### config.mk
export PLATFORM = sky130hd
export DESIGN_NAME = exibe_sequencia
export DESIGN_NICKNAME = d
export VERILOG_FILES = /design/src/rtl/exibe_sequencia.sv
export SDC_FILE = /design/constraint.sdc
export NUM_CORES = 1
export LEC_CHECK = 0
export BUFFER_PORTS_ARGS = -buffer_cell sky130_fd_sc_hd__buf_2
export CAP_MARGIN = 40
export CELL_PAD_IN_SITES_DETAIL_PLACEMENT = 0
export CELL_PAD_IN_SITES_GLOBAL_PLACEMENT = 2
export CORE_MARGIN = 2
export CORE_UTILIZATION = 35
export DETAILED_ROUTE_END_ITERATION = 10
export PLACE_DENSITY = 0.88
export REMOVE_ABC_BUFFERS = 1
export SLEW_MARGIN = 15
export SYNTH_ARGS = -nofsm -noshare
export SYNTH_HDL_FRONTEND = slang
export SYNTH_SLANG_ARGS = --single-unit
export TNS_END_PERCENT = 5
### constraint.sdc
create_clock -name clock -period 3.2 [get_ports clock]
set_input_delay 0.48 -clock clock [delete_from_list [all_inputs] [get_ports clock]]
set_output_delay 0.48 -clock clock [all_outputs]
set_load 0.02 [all_outputs]
### src/rtl/exibe_sequencia.sv
// Plays the stored LED sequence from address 0 to a latched limit,
// lighting each item for TEMPO_ACESO cycles then blanking TEMPO_APAGADO.
//
// Ports:
//   clock     : rising-edge system clock
//   reset     : asynchronous active-low reset
//   iniciar   : start request, sampled only while idle
//   limite    : index of last item, latched on start
//   dado      : memory read data for endereco
//   endereco  : memory read address
//   leds      : LED drive, dado while lit, 0 otherwise
//   ocupado   : high whenever not idle
//   pronto    : one-cycle pulse at end of playback
//   db_estado : current state code for debug display
module exibe_sequencia #(
  parameter int TEMPO_ACESO   = 500,
  parameter int TEMPO_APAGADO = 250,
  parameter int ADDR_W        = 4
) (
  input  logic              clock,
  input  logic              reset,
  input  logic              iniciar,
  input  logic [ADDR_W-1:0] limite,
  input  logic [3:0]        dado,
  output logic [ADDR_W-1:0] endereco,
  output logic [3:0]        leds,
  output logic              ocupado,
  output logic              pronto,
  output logic [3:0]        db_estado
);

  localparam int TMAX =
    (TEMPO_ACESO > TEMPO_APAGADO) ? TEMPO_ACESO : TEMPO_APAGADO;
  localparam int TW = $clog2(TMAX) + 1;

  localparam logic [TW-1:0] ULT_ACESO   = TW'(TEMPO_ACESO - 1);
  localparam logic [TW-1:0] ULT_APAGADO = TW'(TEMPO_APAGADO - 1);

  typedef enum logic [3:0] {
    INICIAL = 4'd0,
    PREPARA = 4'd1,
    ACENDE  = 4'd2,
    APAGA   = 4'd3,
    PROXIMO = 4'd4,
    FIM     = 4'd5
  } estado_t;

  estado_t           estado_q;
  logic [ADDR_W-1:0] end_q;
  logic [ADDR_W-1:0] lim_q;
  logic [TW-1:0]     timer_q;

  always_ff @(posedge clock or negedge reset) begin
    if (!reset) begin
      estado_q <= INICIAL;
      end_q    <= '0;
      lim_q    <= '0;
      timer_q  <= '0;
    end else begin
      case (estado_q)
        INICIAL: begin
          timer_q <= '0;
          if (iniciar) begin
            lim_q    <= limite;
            estado_q <= PREPARA;
          end
        end
        PREPARA: begin
          end_q    <= '0;
          timer_q  <= '0;
          estado_q <= ACENDE;
        end
        ACENDE: begin
          if (timer_q == ULT_ACESO) begin
            timer_q  <= '0;
            estado_q <= APAGA;
          end else begin
            timer_q <= timer_q + 1'b1;
          end
        end
        APAGA: begin
          if (timer_q == ULT_APAGADO) begin
            timer_q <= '0;
            // Last item reached before the address could wrap
            if (end_q == lim_q) estado_q <= FIM;
            else                estado_q <= PROXIMO;
          end else begin
            timer_q <= timer_q + 1'b1;
          end
        end
        PROXIMO: begin
          end_q    <= end_q + 1'b1;
          timer_q  <= '0;
          estado_q <= ACENDE;
        end
        FIM: begin
          timer_q  <= '0;
          estado_q <= INICIAL;
        end
        default: begin
          timer_q  <= '0;
          estado_q <= INICIAL;
        end
      endcase
    end
  end

  // dado arrives combinationally for end_q, so leds must follow it
  // within the same cycle rather than through another register.
  assign endereco  = end_q;
  assign leds      = (estado_q == ACENDE) ? dado : 4'b0000;
  assign ocupado   = (estado_q != INICIAL);
  assign pronto    = (estado_q == FIM);
  assign db_estado = estado_q;

endmodule

# After elaboration in Yosys (flattened, before gate mapping)
# Cells that the tools add are included.
[totals]
out_inout_bits = 14
inputBits = 11
ff_bits = 22
wordCells = 33
[classes]
n_reduce_logical = 6
eq_ne = 11
addsub = 2
n_mux = 10
[op_table]
columns = ["op", "count"]
rows = [
  ["$mux 10", 2],
  ["$pmux 10 s2", 1],
  ["$mux 4", 4],
  ["$pmux 4 s4", 1],
  ["$add 10x1->10 const B", 1],
  ["$eq 10x8->1 const B", 1],
  ["$eq 10x9->1 const B", 1],
  ["$eq 4x2->1 const B", 2],
  ["$eq 4x3->1 const B", 2],
  ["$pmux 4 s2", 1],
  ["$ne 2x2->1 const B", 3],
  ["$add 4x1->4 const B", 1],
  ["$eq 4x1->1 const B", 1],
  ["$eq 4x4->1", 1],
  ["$logic_not 4->1", 1],
  ["$reduce_bool 4->1", 1],
  ["$reduce_and 3->1", 1],
  ["$reduce_and 2->1", 1],
  ["$reduce_bool 2->1", 1],
  ["$reduce_or 2->1", 1],
  ["$mux 1", 1],
]

# Logic depth before layout (Yosys ltp)
# Gate-level depths: netlist of run 1.
[depth]
depth_word = 4
ltp_mapped = 7
depth_no_buf = 6

# Worst setup path before layout of run 1
# No wires, ideal clock.
[synth_path]
kind = "register to output"
start = "reg estado_q[1] (netlist: db_estado[1])"
end = "out pronto"
t_arrival_ns = 1.255
path_buffers = 2
setup_slack_ns = 1.465
path_stages_with_launch = 4
required_ns = 2.720
cell_sequence = "dfrtp_1 -> buf_2 -> clkbuf_1 -> nor3_1"
[synth_via]
elab_chain_len = 1
[synth_rtl]
columns = ["element", "line", "rtl"]
rows = [
  ["start, declared", "48", "estado_t estado_q;"],
  ["start signal, assigned", "55", "estado_q <= INICIAL;"],
  ["start signal, assigned", "65", "estado_q <= PREPARA;"],
  ["start signal, assigned", "71", "estado_q <= ACENDE;"],
  ["$eq 4x3->1", "113", "assign pronto = (estado_q == FIM);"],
  ["end, declared", "28", "output logic pronto,"],
]
# No other way between the ends.

# Worst setup path after layout of run 1
[layout_path]
start = "reg estado_q[0] (netlist: db_estado[0])"
end = "out leds[1]"
[layout_via]
elab_chain_len = 2
[layout_rtl]
columns = ["element", "line", "rtl"]
rows = [
  ["$eq 4x2->1", "111", "assign leds = (estado_q == ACENDE) ? dado : 4'b0000;"],
  ["$mux 4", "111", ""],
  ["end, declared", "26", "output logic [3:0] leds,"],
]
# No other way between the ends.

==> results of run 1 <==
per-layer routing:
metal	GRT usage	vias to the layer above	routed length [um]	part of all wire
met5	0	-	0	0
met4	0.0186	0	12	0.0057
met3	0.0384	2	84	0.040
met2	0.223	14	1020	0.48
met1	0.167	410	1000	0.47
li1	-	447	-	-
sequential cells by signal, indices dropped and copies added, names as in the netlist:
register	flops
db_estado	3
timer_q	10
endereco	4
lim_q	4
final timing paths:
check	start	endpoint	slack, ns
max reg2reg	db_estado[0]$_DFFE_PN0P_	db_estado[1]$_DFFE_PN0P_	1.47
max	db_estado[0]$_DFFE_PN0P_	leds[1]	1.21
max in group asynchronous	reset	timer_q[9]$_DFF_PN0_	2.76
min	reset	lim_q[1]$_DFFE_PN0P_	0.11
min in group clock	limite[2]	lim_q[2]$_DFFE_PN0P_	0.39
min reg2reg	lim_q[2]$_DFFE_PN0P_	lim_q[2]$_DFFE_PN0P_	0.53
logic make-up (layout without fill, tap and decap cells):
group                      Yosys count  in the layout
muxes                                4              4
DFF                                 21             21
AOI/OAI and AO/OA                   21             21
adders and majority gates            3              3
xor gates and xnor gates            13             13
other                                1              1
and+or+nand+nor                     43             43
buffers and inverters                9             31
power by group through the flow:
stage                     registers, W  logic (W)  clock network (W)
final                         0.000269  0.0000241           0.000126
after global routing          0.000270  0.0000272           0.000141
after CTS                     0.000270  0.0000249           0.000133
after detailed placement      0.000275  0.0000248                  0
after global placement        0.000275  0.0000244                  0
after floorplan               0.000274  0.0000107                  0
area by class of cell:
type                       count  area [um2]
clock buffer                   4        26.3
fill                         328        1780
inverter                       4        15.0
multi-input combinational     85         564
sequential                    21         526
tap                           44        55.1
timing repair buffer          23         115
cell usage in the layout, fill, tap and decap left out, types with 2 or more instances in the layout:
cell type  instances
o211ai_1           2
dfrtp_1           21
mux2_1             4
buf_2             23
xnor2_1            5
ha_1               3
o21ai_1            4
nor3_1             3
nand2_1            3
nand4_1            3
and3_1             6
nand3_1            3
xor2_1             8
inv_1              3
a21oi_1            4
o21ai_0            4
nor2_1            16
clkbuf_4           3
o21a_1             2
through the flow:
step                      hold slack, ns  std cells   util  worst slack, ns  total power (W)
after floorplan                    0.184        110      -             1.44         0.000285
after global placement             0.459        177  0.414             1.53         0.000299
after detailed placement           0.463        177  0.414             1.48         0.000300
after CTS                          0.121        181  0.423             1.19         0.000428
after global routing               0.118        181  0.423             1.05         0.000438
final                              0.114        181  0.423             1.21         0.000419
==> impl_metrics.toml, run 1 <==
[synthesis]
synth-xor-area-share = 0.101
synthFlopType = "dfrtp_1"
synth_area_leaders = "dfrtp_1, xor2_1, nor2_1"
async_flop_share = 1.00
ys_seq_area_frac = 0.464
synth_top_family_by_area = "simple AND/OR/NAND/NOR gates"
synth-seq-cells = 21
synthMuxAreaShare = 0.0398
synthesis.area_um2 = 1130
synth_top_area_cell = "dfrtp_1"
synth-adder-area-share = 0.0331
synth_edf_count = 0
synth_commonest_cells = "dfrtp_1, nor2_1, xor2_1"
yosys.cell_count.top_type = "dfrtp_1"
synth_top_area_share = 0.464
yosys_warnings = 0
synth_cell_type_count = 36
synthSimpleGateAreaFrac = 0.203
synth-compound-area-share = 0.118
synth_cells = 115
postSynthAreaPerCell_um2 = 9.85

[clocking]
path_clk_slew_ns = 0.11
clock-root-buffer = "clkbuf_4"
cts_tree = "done"
postCtsHoldBufs = 0
cts-buffers-inserted = 3
clk_latency_ns = 0.30
clk_path_buf_depth = 2
post_cts_resize_count = 0
postCtsSetupBuffers = 0
htree_levels = 1
clock_sinks = 21

[detailed_routing]
initialDrtViolationCount = 74
firstDrtPassIters = 5
routed_wl_um = 2120
drc = 0
wl_per_cell_um = 11.7
vias_per_cell = 4.82
drtAntennaViolNets = 0
vias = 873

[floorplanning]
die_h_um = 60.9
ios = 25
start_util = 0.368
die_w_um = 60.9
fp.coreArea_um2 = 3080
die-area_um2 = 3710
std_cell_rows = 20

[power]
p_seq_frac = 0.643
peakVddDrop_mv = 0.181
pwr-share-comb = 0.057
powerDensity_nw_per_um2 = 322
p_switching_w = 0.0000926
p_clk_frac = 0.300
intPower_w = 0.000326
p_sw_frac = 0.221
leakagePower_nw = 0.615

[placement]
finalWeightedCongestion = 0.756
place_hpwl_um = 1560
dpl_cell_area_um2 = 1270
io_buffers = 23

[setup_path]
end_kind = "primary output"
cpLargestDelayFamily = "flip-flops"
arrival_ns = 1.51
start_kind = "register"
cp_slowest_stage_delay_ns = 0.56
critical_path.max_fanout = 16
crit_type = "register to primary output"
path_cells = "nor2_1, and3_1, buf_2"
cpMaxStageDelayCell = "dfrtp_1"
critPathBufInv = 1
ff2ff_path_depth = 4
cp.depth = 3
cp_data_required_time_ns = 2.72

[finish]
drive_gt1_frac = 0.234
fin_area_um2 = 1300
nets = 152
diodes = 0
syn_to_final_growth_pct = 14.9

[sta]
hold_viol = 0
fin_setup_tns_ns = 0
rsz0062_at_grt = "no"
drv_slew = 0
setup_viol = 0
fin_crit_ns = 1.99
fmax_mhz = 504
fin_skew_ns = 0.00427
fin_crit_sh = 0.621

[outcome]
outcome = "finished clean"

[global_routing]
grt_max_degree = 22
grt_pass1_vias = 806
antenna_found_initial = 0
grt_use_total = 0.130
overflow = 0
grt_first_pass_wirelength_um = 3650

[job]
max-cap-violations = 0

[worst_hold_path]
hp-class = "input port to async pin"
Power figures use the tool's default switching activity.
==> run 2, diff against run 1 <==
- CORE_UTILIZATION: 35 -> 32
- PLACE_DENSITY: 0.88 -> 0.82
- clock period: 3.2 -> 1.9 ns (I/O delays scaled with it)
==> impl_metrics.toml, run 2 (synthesis results as in run 1) <==
[finish]
final.fill_count = 359
syn_to_final_growth_pct = 18.9
drive_gt1_frac = 0.270
diodes = 0
multiInputGateArea_um2 = 572
regArea_um2 = 527
nets = 156
largest_reg_flops = 10
final_common_cell = "buf_2"
top_register = "timer_q"
final_cells = 187
mostFrequentLayoutCells = "buf_2, dfrtp_1, nor2_1"

[sta]
fin_crit_sh = 0.919
drv_slew = 0
fin_crit_ns = 1.75
hold_viol = 0
rsz0062_at_grt = "no"
fin_skew_ns = 0.0109
fin_setup_tns_ns = 0
setup_viol = 0
fmax_mhz = 572
layout_setup_ws_ns = 0.153

[clocking]
clock_sinks = 21
postCtsSetupBuffers = 0
htree_levels = 1
clk_latency_ns = 0.31
cts-buffers-inserted = 3
path_clk_slew_ns = 0.13
clk_path_buf_depth = 2
cts_tree = "done"
clock-root-buffer = "clkbuf_4"

[global_routing]
grt_first_pass_wirelength_um = 3980
antenna_found_initial = 0
grt_max_degree = 22
grt_pass1_vias = 904
overflow = 0
grt_use_total = 0.121

[detailed_routing]
drc = 0
vias_per_cell = 4.84
drtAntennaViolNets = 0
wl_per_cell_um = 12.1
initialDrtViolationCount = 35
routed_wl_um = 2270
firstDrtPassIters = 4
vias = 906

[power]
leakagePower_nw = 0.639
pwr-share-comb = 0.059
p_switching_w = 0.000168
p_seq_frac = 0.633
peakVddDrop_mv = 0.304
p_clk_frac = 0.307
p_sw_frac = 0.235
powerDensity_nw_per_um2 = 532
intPower_w = 0.000548

[setup_path]
cpMaxStageDelayCell = "dfrtp_1"
end_kind = "primary output"
critical_path.max_fanout = 9
regToRegEndpoint = "lim_q[2]$_DFFE_PN0P_"
rrSetupSlack_ns = 0.28
arrival_ns = 1.46
rr_startpoint = "db_estado[2]$_DFFE_PN0P_"
crit_type = "register to primary output"
path_cells = "or3_1, buf_2"
endpoint = "ocupado"
ff2ff_path_depth = 3
critPathBufInv = 1
cpLargestDelayFamily = "flip-flops"
cp_data_required_time_ns = 1.62
cp.depth = 2
crit_start = "db_estado[2]$_DFFE_PN0P_"
cp_slowest_stage_delay_ns = 0.53
start_kind = "register"

[placement]
finalWeightedCongestion = 0.722
io_buffers = 23
place_hpwl_um = 1710
post-place-ws_ns = 0.309
dp_cells = 182

[floorplanning]
fp.coreArea_um2 = 3360
die_w_um = 63.5
ios = 25
die_h_um = 63.5
die-area_um2 = 4030
std_cell_rows = 21
start_util = 0.337

[job]
max-cap-violations = 0

[worst_hold_path]
hp-class = "input port to register"

[outcome]
outcome = "finished clean"
run 2: changes by cell type in the layout (fill, tap and decap cells not counted), sizes merged:
cell and delta:
buf +3, clkinv +1, clkbuf -1, dlygate4sd3 +1
run 2: cell type report:
class	instances	area share
sequential	21	0.391
tap	46	0.0428
timing repair buffer	27	0.110
clock buffer	3	0.0167
clock inverter	1	0.00372
inverter	4	0.0112
multi-input combinational	85	0.425
run 2: worst min-delay path by stage:
stage / start / end / slack, ns / cells after the start
5_1_grt: limite[1] / lim_q[1]$_DFFE_PN0P_ / 0.18 / 2
6_report: limite[0] / lim_q[0]$_DFFE_PN0P_ / 0.18 / 2
3_3_place_gp: reset / lim_q[1]$_DFFE_PN0P_ / 0.27 / 1
2_1_floorplan: reset / db_estado[0]$_DFFE_PN0P_ / -0.01 / 0
3_5_place_dp: reset / lim_q[2]$_DFFE_PN0P_ / 0.27 / 1
4_1_cts: limite[0] / lim_q[0]$_DFFE_PN0P_ / 0.17 / 2
run 2: worst reg2reg max path, cell delays in order (launching register included):
cell and delay (ns):
dfrtp_1 0.53, or3_1 0.44, nor2_2 0.20, mux2_1 0.35
run 2: timing repair:
item                                    CTS  global route
endpoints found under the hold margin    21             0
endpoints found under the setup margin    2             4
resized for setup                         1             2
hold buffers                              1             0
run 2: power groups by stage:
stage | combinational [W] | clock (W) | sequential, W
3_5_place_dp | 0.0000422 | 0 | 0.000463
3_3_place_gp | 0.0000412 | 0 | 0.000463
2_1_floorplan | 0.0000181 | 0 | 0.000462
6_report | 0.0000426 | 0.000220 | 0.000454
4_1_cts | 0.0000438 | 0.000229 | 0.000454
5_1_grt | 0.0000480 | 0.000243 | 0.000455
run 2: routing by layer:
metal / track usage / routed length (um) / vias up
li1: - / - / 452
met5: 0 / 0 / -
met4: 0.0245 / 31 / 0
met2: 0.209 / 1100 / 22
met1: 0.147 / 1020 / 428
met3: 0.0411 / 118 / 4
run 2: metrics by stage:
step	power [W]	util	area [um2]	hold WS, ns
3_3_place_gp	0.000504	0.387	1300	0.268
4_1_cts	0.000727	0.398	1340	0.173
5_1_grt	0.000746	0.400	1350	0.179
2_1_floorplan	0.000480	-	1100	-0.0106
6_report	0.000717	0.400	1350	0.180
3_5_place_dp	0.000505	0.387	1300	0.275
